===== config.mk =====
export PLATFORM = sky130hd
export DESIGN_NAME = key_calc_sequencer
export DESIGN_NICKNAME = d
export VERILOG_FILES = /design/src/rtl/calc_pkg.sv /design/src/rtl/key_fifo.sv /design/src/rtl/key_calc_sequencer.sv
export SDC_FILE = /design/constraint.sdc
export NUM_CORES = 1
export LEC_CHECK = 0
export BUFFER_PORTS_ARGS = -buffer_cell sky130_fd_sc_hd__buf_2
export CORE_ASPECT_RATIO = 0.5
export CORE_MARGIN = 2
export CORE_UTILIZATION = 40
export DETAILED_ROUTE_END_ITERATION = 10
export HOLD_SLACK_MARGIN = 0.12
export PLACE_DENSITY_LB_ADDON = 0.2
export SYNTH_ARGS = -nofsm -noshare
export SYNTH_HDL_FRONTEND = slang
export SYNTH_SLANG_ARGS = --single-unit

===== constraint.sdc =====
create_clock -name sw_clk -period 7.53 [get_ports sw_clk]
set_input_delay 1.506 -clock sw_clk [delete_from_list [all_inputs] [get_ports sw_clk]]
set_output_delay 1.506 -clock sw_clk [all_outputs]
set_load 0.01 [all_outputs]

===== src/rtl/calc_pkg.sv =====
// Shared constants and state encoding for the keypad-to-calculator sequencer.
// Display words are 32-bit and resized to DATA_W where used.
package calc_pkg;

   localparam logic [2:0] OP_EQU   = 3'd0;
   localparam logic [2:0] OP_TIMES = 3'd1;
   localparam logic [2:0] OP_DIV   = 3'd2;
   localparam logic [2:0] OP_PLUS  = 3'd3;
   localparam logic [2:0] OP_MINUS = 3'd4;
   localparam logic [2:0] OP_MOD   = 3'd5;

   localparam logic [3:0] KEY_DIV   = 4'hA;
   localparam logic [3:0] KEY_TIMES = 4'hB;
   localparam logic [3:0] KEY_PM    = 4'hC;
   localparam logic [3:0] KEY_AC    = 4'hD;
   localparam logic [3:0] KEY_ANS   = 4'hE;
   localparam logic [3:0] KEY_EQ    = 4'hF;

   localparam logic [31:0] FND_BLANK    = 32'h00CC_0000;
   localparam logic [31:0] FND_NEG_ZERO = 32'hE000_0000;
   localparam logic [31:0] FND_ANS      = 32'h00B0_0000;
   localparam logic [31:0] FND_NEG_ANS  = 32'hE0B0_0000;
   localparam logic [31:0] FND_ERR      = 32'h00EE_0000;

   typedef enum logic [2:0] {
      IDLE, OPA, OPR, OPB, CALC, RESULT, ERROR
   } state_t;

   function automatic logic is_digit(input logic [3:0] k);
      return k <= 4'd9;
   endfunction

endpackage


===== src/rtl/key_fifo.sv =====
// Synchronous key FIFO; a push while full is accepted only when a pop
// frees a slot on the same edge.
module key_fifo #(
   parameter int DEPTH = 8,
   parameter int WIDTH = 4
) (
   input  logic             sw_clk,
   input  logic             rst,
   input  logic             push,
   input  logic [WIDTH-1:0] din,
   input  logic             pop,
   output logic [WIDTH-1:0] dout,
   output logic             empty,
   output logic             full
);

   localparam int AW = $clog2(DEPTH);

   logic [WIDTH-1:0] buf_q [DEPTH];
   logic [WIDTH-1:0] buf_d [DEPTH];
   logic [AW-1:0]    wr_q, wr_d, rd_q, rd_d;
   logic [AW:0]      cnt_q, cnt_d;
   logic             do_pop, do_push;

   assign empty   = (cnt_q == '0);
   assign full    = (cnt_q == (AW+1)'(DEPTH));
   assign dout    = buf_q[rd_q];
   assign do_pop  = pop && !empty;
   assign do_push = push && (!full || do_pop);

   always_comb begin
      buf_d = buf_q;
      wr_d  = wr_q;
      rd_d  = rd_q;
      if (do_push) begin
         buf_d[wr_q] = din;
         wr_d        = wr_q + AW'(1);
      end
      if (do_pop)
         rd_d = rd_q + AW'(1);
      cnt_d = cnt_q + (AW+1)'(do_push) - (AW+1)'(do_pop);
   end

   always_ff @(posedge sw_clk)
      buf_q <= buf_d;

   always_ff @(posedge sw_clk or negedge rst) begin
      if (!rst) begin
         wr_q  <= '0;
         rd_q  <= '0;
         cnt_q <= '0;
      end else begin
         wr_q  <= wr_d;
         rd_q  <= rd_d;
         cnt_q <= cnt_d;
      end
   end

endmodule


===== src/rtl/key_calc_sequencer.sv =====
// Keypad front end: key FIFO plus operand/operator sequencer for the calculator core.
// Optional KEY_CALC_DIV0_CHECK_EN: trap DIV/MOD by zero locally instead of starting the core.
module key_calc_sequencer
   import calc_pkg::*;
#(
   parameter int DATA_W     = 32,
   parameter int MAX_DIGITS = 6,
   parameter int FIFO_DEPTH = 8
) (
   input  logic              sw_clk,
   input  logic              rst,
   input  logic              key_valid,
   input  logic [3:0]        key_code,
   input  logic [DATA_W-1:0] ans,
   input  logic              ans_valid,
   input  logic              ans_err,
   output logic [DATA_W-1:0] operand1,
   output logic [DATA_W-1:0] operand2,
   output logic [2:0]        operator,
   output logic              cal_start,
   output logic              key_drop,
   output logic [DATA_W-1:0] fnd_serial
);

   localparam int CW = $clog2(MAX_DIGITS + 1);

   state_t            state_q, state_d;
   logic [DATA_W-1:0] op1_q, op1_d, op2_q, op2_d;
   logic [DATA_W-1:0] mem_q, mem_d, fnd_q, fnd_d;
   logic [2:0]        opr_q, opr_d;
   logic [CW-1:0]     cnt_q, cnt_d;
   logic              sign_q, sign_d;
   logic              used_q, used_d;
   logic              cal_start_q, cal_start_d;
   logic              key_drop_q, key_drop_d;

   logic              pop, empty, full;
   logic [3:0]        key;
   logic [DATA_W-1:0] opnd, fin, nxt, wr_val;
   logic [CW-1:0]     lim;
   logic              wr_en, div0;

   key_fifo #(.DEPTH(FIFO_DEPTH), .WIDTH(4)) u_fifo (
      .sw_clk (sw_clk),
      .rst    (rst),
      .push   (key_valid),
      .din    (key_code),
      .pop    (pop),
      .dout   (key),
      .empty  (empty),
      .full   (full)
   );

   function automatic logic [DATA_W-1:0] opr_disp(input logic [2:0] o);
      return DATA_W'({o, 20'h0});
   endfunction

   // An ANS recall is already signed, so it must not be negated again on exit
   assign opnd = (state_q == OPB) ? op2_q : op1_q;
   assign fin  = (sign_q && !used_q) ? -opnd : opnd;
   assign lim  = sign_q ? CW'(MAX_DIGITS - 1) : CW'(MAX_DIGITS);

`ifdef KEY_CALC_DIV0_CHECK_EN
   assign div0 = (opr_q == OP_DIV || opr_q == OP_MOD) && (fin == '0);
`else
   assign div0 = 1'b0;
`endif

   always_comb begin
      state_d     = state_q;
      op1_d       = op1_q;
      op2_d       = op2_q;
      opr_d       = opr_q;
      mem_d       = mem_q;
      fnd_d       = fnd_q;
      cnt_d       = cnt_q;
      sign_d      = sign_q;
      used_d      = used_q;
      cal_start_d = 1'b0;
      key_drop_d  = key_drop_q | (key_valid && full && !pop);
      pop         = 1'b0;
      nxt         = '0;
      wr_val      = '0;
      wr_en       = 1'b0;

      if (state_q == CALC) begin
         if (ans_valid) begin
            if (ans_err) begin
               fnd_d   = DATA_W'(FND_ERR);
               state_d = ERROR;
            end else begin
               mem_d   = ans;
               fnd_d   = ans;
               state_d = RESULT;
            end
         end
      end else if (!empty) begin
         if (key == KEY_AC) begin
            pop     = 1'b1;
            op1_d   = '0;
            op2_d   = '0;
            opr_d   = OP_EQU;
            sign_d  = 1'b0;
            cnt_d   = '0;
            used_d  = 1'b0;
            fnd_d   = '0;
            state_d = IDLE;
         end else begin
            unique case (state_q)
               IDLE: begin
                  op1_d   = '0;
                  op2_d   = '0;
                  opr_d   = OP_EQU;
                  sign_d  = 1'b0;
                  cnt_d   = '0;
                  used_d  = 1'b0;
                  fnd_d   = '0;
                  state_d = OPA;
               end
               OPA, OPB: begin
                  if (is_digit(key)) begin
                     pop = 1'b1;
                     if (cnt_q < lim) begin
                        nxt    = opnd * DATA_W'(10) + DATA_W'(key);
                        wr_en  = 1'b1;
                        wr_val = nxt;
                        cnt_d  = cnt_q + CW'(1);
                        fnd_d  = sign_q ? -nxt : nxt;
                     end
                  end else if (key == KEY_PM && cnt_q == '0) begin
                     pop    = 1'b1;
                     sign_d = !sign_q;
                     fnd_d  = !sign_q ? DATA_W'(FND_NEG_ZERO) : '0;
                  end else if (key == KEY_ANS && cnt_q == '0) begin
                     pop    = 1'b1;
                     wr_en  = 1'b1;
                     wr_val = sign_q ? -mem_q : mem_q;
                     cnt_d  = lim;
                     used_d = 1'b1;
                     fnd_d  = sign_q ? DATA_W'(FND_NEG_ANS) : DATA_W'(FND_ANS);
                  end else if (cnt_q != '0 && key != KEY_ANS) begin
                     wr_en  = 1'b1;
                     wr_val = fin;
                     sign_d = 1'b0;
                     cnt_d  = '0;
                     used_d = 1'b0;
                     if (state_q == OPA) begin
                        fnd_d   = opr_disp(opr_q);
                        state_d = OPR;
                     end else if (div0) begin
                        fnd_d   = DATA_W'(FND_ERR);
                        state_d = ERROR;
                     end else begin
                        cal_start_d = 1'b1;
                        state_d     = CALC;
                     end
                  end else begin
                     pop = 1'b1;
                  end
               end
               OPR: begin
                  if (is_digit(key) || key == KEY_ANS) begin
                     state_d = OPB;
                  end else begin
                     pop = 1'b1;
                     unique case (1'b1)
                        key == KEY_DIV:
                           opr_d = (opr_q == OP_DIV) ? OP_MOD : OP_DIV;
                        key == KEY_PM:
                           opr_d = (opr_q == OP_PLUS) ? OP_MINUS : OP_PLUS;
                        key == KEY_TIMES:
                           opr_d = OP_TIMES;
                        default: ;
                     endcase
                     fnd_d = opr_disp(opr_d);
                  end
               end
               RESULT: begin
                  if (key == KEY_EQ) begin
                     pop   = 1'b1;
                     op1_d = '0;
                     op2_d = '0;
                     opr_d = OP_EQU;
                  end else if (key == KEY_DIV || key == KEY_TIMES || key == KEY_PM) begin
                     op1_d   = mem_q;
                     op2_d   = '0;
                     sign_d  = 1'b0;
                     cnt_d   = '0;
                     used_d  = 1'b0;
                     fnd_d   = opr_disp(opr_q);
                     state_d = OPR;
                  end else begin
                     state_d = IDLE;
                  end
               end
               ERROR: pop = 1'b1;
               CALC: ;
            endcase
         end
      end

      if (wr_en) begin
         if (state_q == OPB)
            op2_d = wr_val;
         else
            op1_d = wr_val;
      end
   end

   always_ff @(posedge sw_clk or negedge rst) begin
      if (!rst) begin
         state_q     <= IDLE;
         op1_q       <= '0;
         op2_q       <= '0;
         opr_q       <= OP_EQU;
         mem_q       <= '0;
         fnd_q       <= DATA_W'(FND_BLANK);
         cnt_q       <= '0;
         sign_q      <= 1'b0;
         used_q      <= 1'b0;
         cal_start_q <= 1'b0;
         key_drop_q  <= 1'b0;
      end else begin
         state_q     <= state_d;
         op1_q       <= op1_d;
         op2_q       <= op2_d;
         opr_q       <= opr_d;
         mem_q       <= mem_d;
         fnd_q       <= fnd_d;
         cnt_q       <= cnt_d;
         sign_q      <= sign_d;
         used_q      <= used_d;
         cal_start_q <= cal_start_d;
         key_drop_q  <= key_drop_d;
      end
   end

   assign operand1   = op1_q;
   assign operand2   = op2_q;
   assign operator   = opr_q;
   assign cal_start  = cal_start_q;
   assign key_drop   = key_drop_q;
   assign fnd_serial = fnd_q;

endmodule


==> results of run 1 <==
## flip-flops by register name, summed over array words and instances, names as in the netlist
name / count
cal_start: 1
cnt_q: 3
fnd_serial: 32
key_drop: 1
mem_q: 32
operand1: 32
operand2: 32
operator: 3
sign_q: 1
state_q: 3
u_fifo.buf_q: 32
u_fifo.cnt_q: 4
u_fifo.rd_q: 3
u_fifo.wr_q: 3
used_q: 1
## metal layers
metal  global-route usage, %  routed length, µm  vias up  share of wire, %
met5                       0                  0        -                 0
met4                   9.024               1260        0               2.5
met3                   7.302               5384       71                11
met2                   38.09              20610      642                40
met1                   40.63              23700     6616                47
li1                        -                  -     6131                 -
## cells by family (layout without fill, tap and decap cells)
logic type | Yosys count | count (layout) | share of synthesized area, %
AO/OA/AOI/OAI | 515 | 515 | 24.49
buffers and inverters | 142 | 253 | 3.866
AND/OR/NAND/NOR | 461 | 461 | 16.05
XOR/XNOR | 164 | 164 | 10.35
other | 0 | 1 | 0
multiplexers | 80 | 80 | 6.667
adder cells (fa/ha/maj) | 57 | 57 | 5.178
flip-flops | 183 | 183 | 33.39
## layout make-up
type / count / share of cell area, %
tap: 475 / 3.707
timing repair buffer: 169 / 5.751
clock inverter: 15 / 1.124
antenna: 1 / 0.01561
clock buffer: 17 / 2.653
multi-input combinational: 1277 / 55.93
inverter: 52 / 1.217
sequential: 183 / 29.60
## through the flow
stage | util (%) | hold slack (ns)
2_1_floorplan | - | 0.4787
3_3_place_gp | 44.44 | 0.4608
3_5_place_dp | 44.44 | 0.4601
4_1_cts | 46.18 | 0.4835
5_1_grt | 46.18 | 0.5173
6_report | 46.19 | 0.4799
## layout by cell type, fill, tap and decap left out, types with 6 or more instances in the layout
cell         n
o21a_1      12
nor2b_1     10
dfrtp_1    146
mux4_2       8
a31oi_1     22
o21ai_1      9
o21ai_0    109
a211o_1      9
buf_4       28
a21o_1      10
nand4_1     21
mux2i_1     35
a221oi_1    13
a211oi_1    18
mux2_2      37
a21oi_1    110
o211ai_1     8
a22o_1      23
o22ai_1     18
nor3_1      25
nand3_1     36
buf_2      140
xor2_1      67
nor2_1     120
xnor2_1     94
o31ai_1     21
o41ai_1      7
nand2_1    144
and3_1       9
or4_1        6
and2_1      10
or3_1       10
a22oi_1     63
edfxtp_1    32
inv_1       51
clkbuf_16   17
a32oi_1      6
ha_1        54
nand2b_1    11
## worst max-delay path, cell delays in order (launching register included)
cell      delay (ns)
dfrtp_1         0.62
nand3b_1        0.17
buf_4           0.46
mux2i_1         0.75
xor2_1          0.16
ha_1            0.29
fa_1            0.53
a211oi_2        0.46
o2111a_1        0.29
a211oi_4        0.09
a211o_1         0.35
nor4_2          0.28
xor2_1          0.60
nand2_1         0.15
or4b_4          0.57
or2_4           0.27
o31ai_4         0.18
xnor2_1         0.20
a31oi_1         0.13
## worst paths after layout
path / from / to / slack, ns
worst max-delay path: state_q[2]$_DFFE_PN0P_ / fnd_serial[28]$_DFFE_PN0P_ / 0.82
worst min register to register: key_drop$_DFF_PN0_ / key_drop$_DFF_PN0_ / 0.48
max in group asynchronous: rst / sign_q$_DFFE_PN0P_ / 4.97
worst min-delay path: key_drop$_DFF_PN0_ / key_drop$_DFF_PN0_ / 0.48
worst max register to register: state_q[2]$_DFFE_PN0P_ / fnd_serial[28]$_DFFE_PN0P_ / 0.82
min in group asynchronous: rst / fnd_serial[5]$_DFFE_PN0P_ / 1.10
==> impl_metrics.toml, run 1 <==
[run_status]
outcome = "finished clean"

[floorplanning]
initial_core_util_pct = 40.93
core_region_area_um2 = 34710
std_cell_rows = 48
floorplan.die_area_um2 = 37130
num_io_pins = 142
fp.dieH_um = 137.3
die_width_um = 270.5

[critical_path]
critPathCaptureType = "flip-flop"
startpoint_type = "flip-flop"
criticalPathCategory = "reg -> reg"
worst-endpoint-required_ns = 7.86
critPathArrivalTime_ns = 7.03
rr_worst_depth = 18
crit_fanout = 28

[placed_design]
place.port_buffers = 141
place_congestion = 0.9649
placement.cell_area_um2 = 15430
dp_worst_setup_slack_ns = 1.107
place.detailed.hpwl_um = 37440
dp_cells = 2156

[yosys]
syn_inst = 1602
synth-warning-count = 0
post_synth.cell_area_avg_um2 = 8.869
synth_top_area_share_pct = 25.89
synthArstFlopShare_pct = 82.51
yosys-top-cells-count = "dfrtp_1 (147), nand2_1 (144), nor2_1 (124), a21oi_1 (110), o21ai_0 (110)"
synth_most_common_cell = "dfrtp_1"
post_synthesis_net_count = 1700
synth-seq-cells = 183
library_cells_used_by_synthesis = 100
dominantRegCellSynth = "dfrtp_1"
synth_top_cells_by_area = "dfrtp_1 (26%), edfxtp_1 (6.8%), xnor2_1 (5.8%)"
post_synth_edffs = 32
post-synth-top-area-cell = "dfrtp_1"
synth.yosys.seq_area_share_pct = 33.39
post_synth_instance_area_um2 = 14210

[global_routing]
grt_use_total_pct = 27.40
grt_first_pass_wirelength_um = 77140
grt_max_degree = 91
first_global_vias = 12430
grt_antenna_before_repair = 1
grt_overflow = 0

[routing]
remaining_drc_errors = 0
drt-pass1-iter-count = 7
dr_total_vias = 13460
routed_via_density = 6.149
drt_iter0_markers = 1434
wl_per_cell_um = 23.28
detail_route.wirelength_um = 50960
ant_nets = 0

[finish]
finalNetCount = 1798
final_area_um2 = 16030
footprint_of_the_multi_input_gates_um2 = 8969
area_growth_syn_to_layout_pct = 12.86
ff_latch_area_um2 = 4746
layoutNonFillerInstCount = 2189
fillCellCount = 3453
final_layout_size_suffix_gt1_share_pct = 17.86

[cts]
number_of_buffers_added_by_the_clock_tree_synthesis_step = 17
holdBufCountCts = 0
path_clk_slew_ns = 0.08
clock_sink_count = 183
tritoncts = "built"
clkLatencyLatePin_ns = 0.48
postCtsSetupBuffers = 0
cts.root.buffer_cell = "clkbuf_16"
post_cts_gate_resize_count = 0
cts-htree-levels = 4
clock_tree.buffer_depth = 2

[timing]
hold_violations = 0
final-max-slew-violation-count = 0
worst-slew-pin-transition_ns = 1.098
fmaxAchievable_mhz = 149.1
timing.final.setup_violations = 0
setup_tns_ns = 0
relSlewSlack_pct = 26.73
grt_setup_unrepaired = "false"
finalCritPeriodShare_pct = 89.06
worst_clock_skew_on_the_final_layout_ns = 0.01558
fin_crit_ns = 6.707
post-route-worst-setup-slack_ns = 0.8234

[worst_hold_path]
hold_depth = 1
hold_path.class = "reg -> reg"

[job]
max-cap-violations = 0
Power of run 1 is left out: the tool's default activity adds up to more than one toggle a clock period on the data nets, which glitch-free logic cannot reach.
==> inputs of run 2 (changes only) <==
Settings changed: CORE_UTILIZATION 40 to 54.
==> impl_metrics.toml, run 2 (synthesized netlist as in run 1, its figures left out) <==
[cts]
clkLatencyLatePin_ns = 0.46
post_cts_gate_resize_count = 0
number_of_buffers_added_by_the_clock_tree_synthesis_step = 17
clock_sink_count = 183
path_clk_slew_ns = 0.08
tritoncts = "built"
postCtsSetupBuffers = 0
holdBufCountCts = 0
cts-htree-levels = 4
cts.root.buffer_cell = "clkbuf_16"
clock_tree.buffer_depth = 2

[global_routing]
grt_use_total_pct = 37.04
grt_antenna_before_repair = 1
grt_overflow = 0
grt_first_pass_wirelength_um = 77800
grt_max_degree = 102
first_global_vias = 12960

[timing]
fmaxAchievable_mhz = 145.5
fin_crit_ns = 6.871
hold_violations = 0
fin_hold_ws_ns = 0.4748
post-route-worst-setup-slack_ns = 0.6593
final-max-slew-violation-count = 0
relSlewSlack_pct = 26.66
timing.final.setup_violations = 0
grt_setup_unrepaired = "false"
finalCritPeriodShare_pct = 91.24
worst_clock_skew_on_the_final_layout_ns = 0.01051
setup_tns_ns = 0
worst-slew-pin-transition_ns = 1.100

[routing]
remaining_drc_errors = 0
drt-pass1-iter-count = 6
dr_total_vias = 13860
ant_nets = 0
drt_iter0_markers = 1760
wl_per_cell_um = 24.65
detail_route.wirelength_um = 51000
routed_via_density = 6.700

[floorplanning]
floorplan.die_area_um2 = 27700
std_cell_rows = 41
die_width_um = 233.4
initial_core_util_pct = 55.61
core_region_area_um2 = 25550
fp.dieH_um = 118.7
num_io_pins = 142

[finish]
finalNetCount = 1808
final_common_cell = "dfrtp_1"
final_layout_size_suffix_gt1_share_pct = 18.22
final_cell_mix = "dfrtp_1 (146), nand2_1 (144), buf_2 (140)"
area_growth_syn_to_layout_pct = 12.36

[critical_path]
crit_fanout = 16
critPathArrivalTime_ns = 7.26
criticalPathCategory = "reg -> reg"
cpLargestDelayFamily = "compound AO/OA/AOI/OAI gates"
worst-endpoint-required_ns = 7.92
worstPathCellList = "nand3b_1, buf_4, mux2i_1, xor2_1, ha_1, fa_1, a211oi_2, o211ai_4, a211oi_4, a211o_1, and4bb_2, xnor2_1, nand3b_1, or4b_4, o21ai_0, xor2_1, a221oi_1, o21ai_0"
rrSetupSlack_ns = 0.66
critPathCaptureType = "flip-flop"
worst_path_max_delay_cell = "mux2i_1"
cp_slowest_stage_delay_ns = 0.70
critPathBufInv = 1
startpoint_type = "flip-flop"

[placed_design]
place.port_buffers = 141
place_congestion = 0.9804
dp_worst_setup_slack_ns = 0.9175
place.detailed.hpwl_um = 37970

[job]
max-cap-violations = 0

[run_status]
outcome = "finished clean"

[worst_hold_path]
hold_path.class = "reg -> reg"
[run 2: changes by cell type in the layout (fill, tap and decap cells not counted), sizes merged]
cell / change
inv: -4
buf: +10
clkinv: +3
diode: +1
clkbuf: +1
[run 2: cell type report]
cell class              count  area (µm²)
multi-input cells        1277        8967
repair buffers            179       997.2
well taps                 344       430.4
clock buffers              18       439.2
flip-flops and latches    183        4746
clock inverters            14       182.7
inverters                  52       195.2
fillers                  2214        9584
diodes                      2       5.005
[run 2: worst register-to-register path: stages (launching register included)]
cell and delay (ns):
dfrtp_1 0.59, nand3b_1 0.32, buf_4 0.38, mux2i_1 0.71, xor2_1 0.15, ha_1 0.28
fa_1 0.52, a211oi_2 0.59, o211ai_4 0.19, a211oi_4 0.48, a211o_1 0.24, and4bb_2 0.25
xnor2_1 0.38, nand3b_1 0.19, or4b_4 0.60, o21ai_0 0.22, xor2_1 0.37, a221oi_1 0.14
o21ai_0 0.19
[run 2: layer usage]
metal	up-vias	share of wire, %	routed length (µm)	track usage, %
met2	860	41	21140	51.56
met4	0	1.8	932	8.267
met5	-	0	0	0
li1	6157	-	-	-
met3	82	12	6355	12.04
met1	6763	44	22570	55.25
[run 2: final timing paths]
path | startpoint | depth (start not counted) | to
setup / recovery | state_q[2]$_DFFE_PN0P_ | 18 | fnd_serial[20]$_DFFE_PN0P_
hold / removal | key_drop$_DFF_PN0_ | 1 | key_drop$_DFF_PN0_
setup reg to reg | state_q[2]$_DFFE_PN0P_ | 18 | fnd_serial[20]$_DFFE_PN0P_
hold reg to reg | key_drop$_DFF_PN0_ | 1 | key_drop$_DFF_PN0_
max in group asynchronous | rst | 2 | operand2[16]$_DFF_PN0_
min in group asynchronous | rst | 1 | state_q[1]$_DFFE_PN0P_
[run 2: stage by stage]
| stage | cell area (µm²) | cells | util (%) |
|---|---|---|---|
| floorplan | 14210 | 1602 | - |
| global placement | 15340 | 2035 | 60.03 |
| detailed placement | 15340 | 2035 | 60.03 |
| CTS | 15960 | 2067 | 62.46 |
| global route | 15960 | 2067 | 62.46 |
| finish | 15960 | 2069 | 62.48 |
Power of run 2 is left out for the same reason.
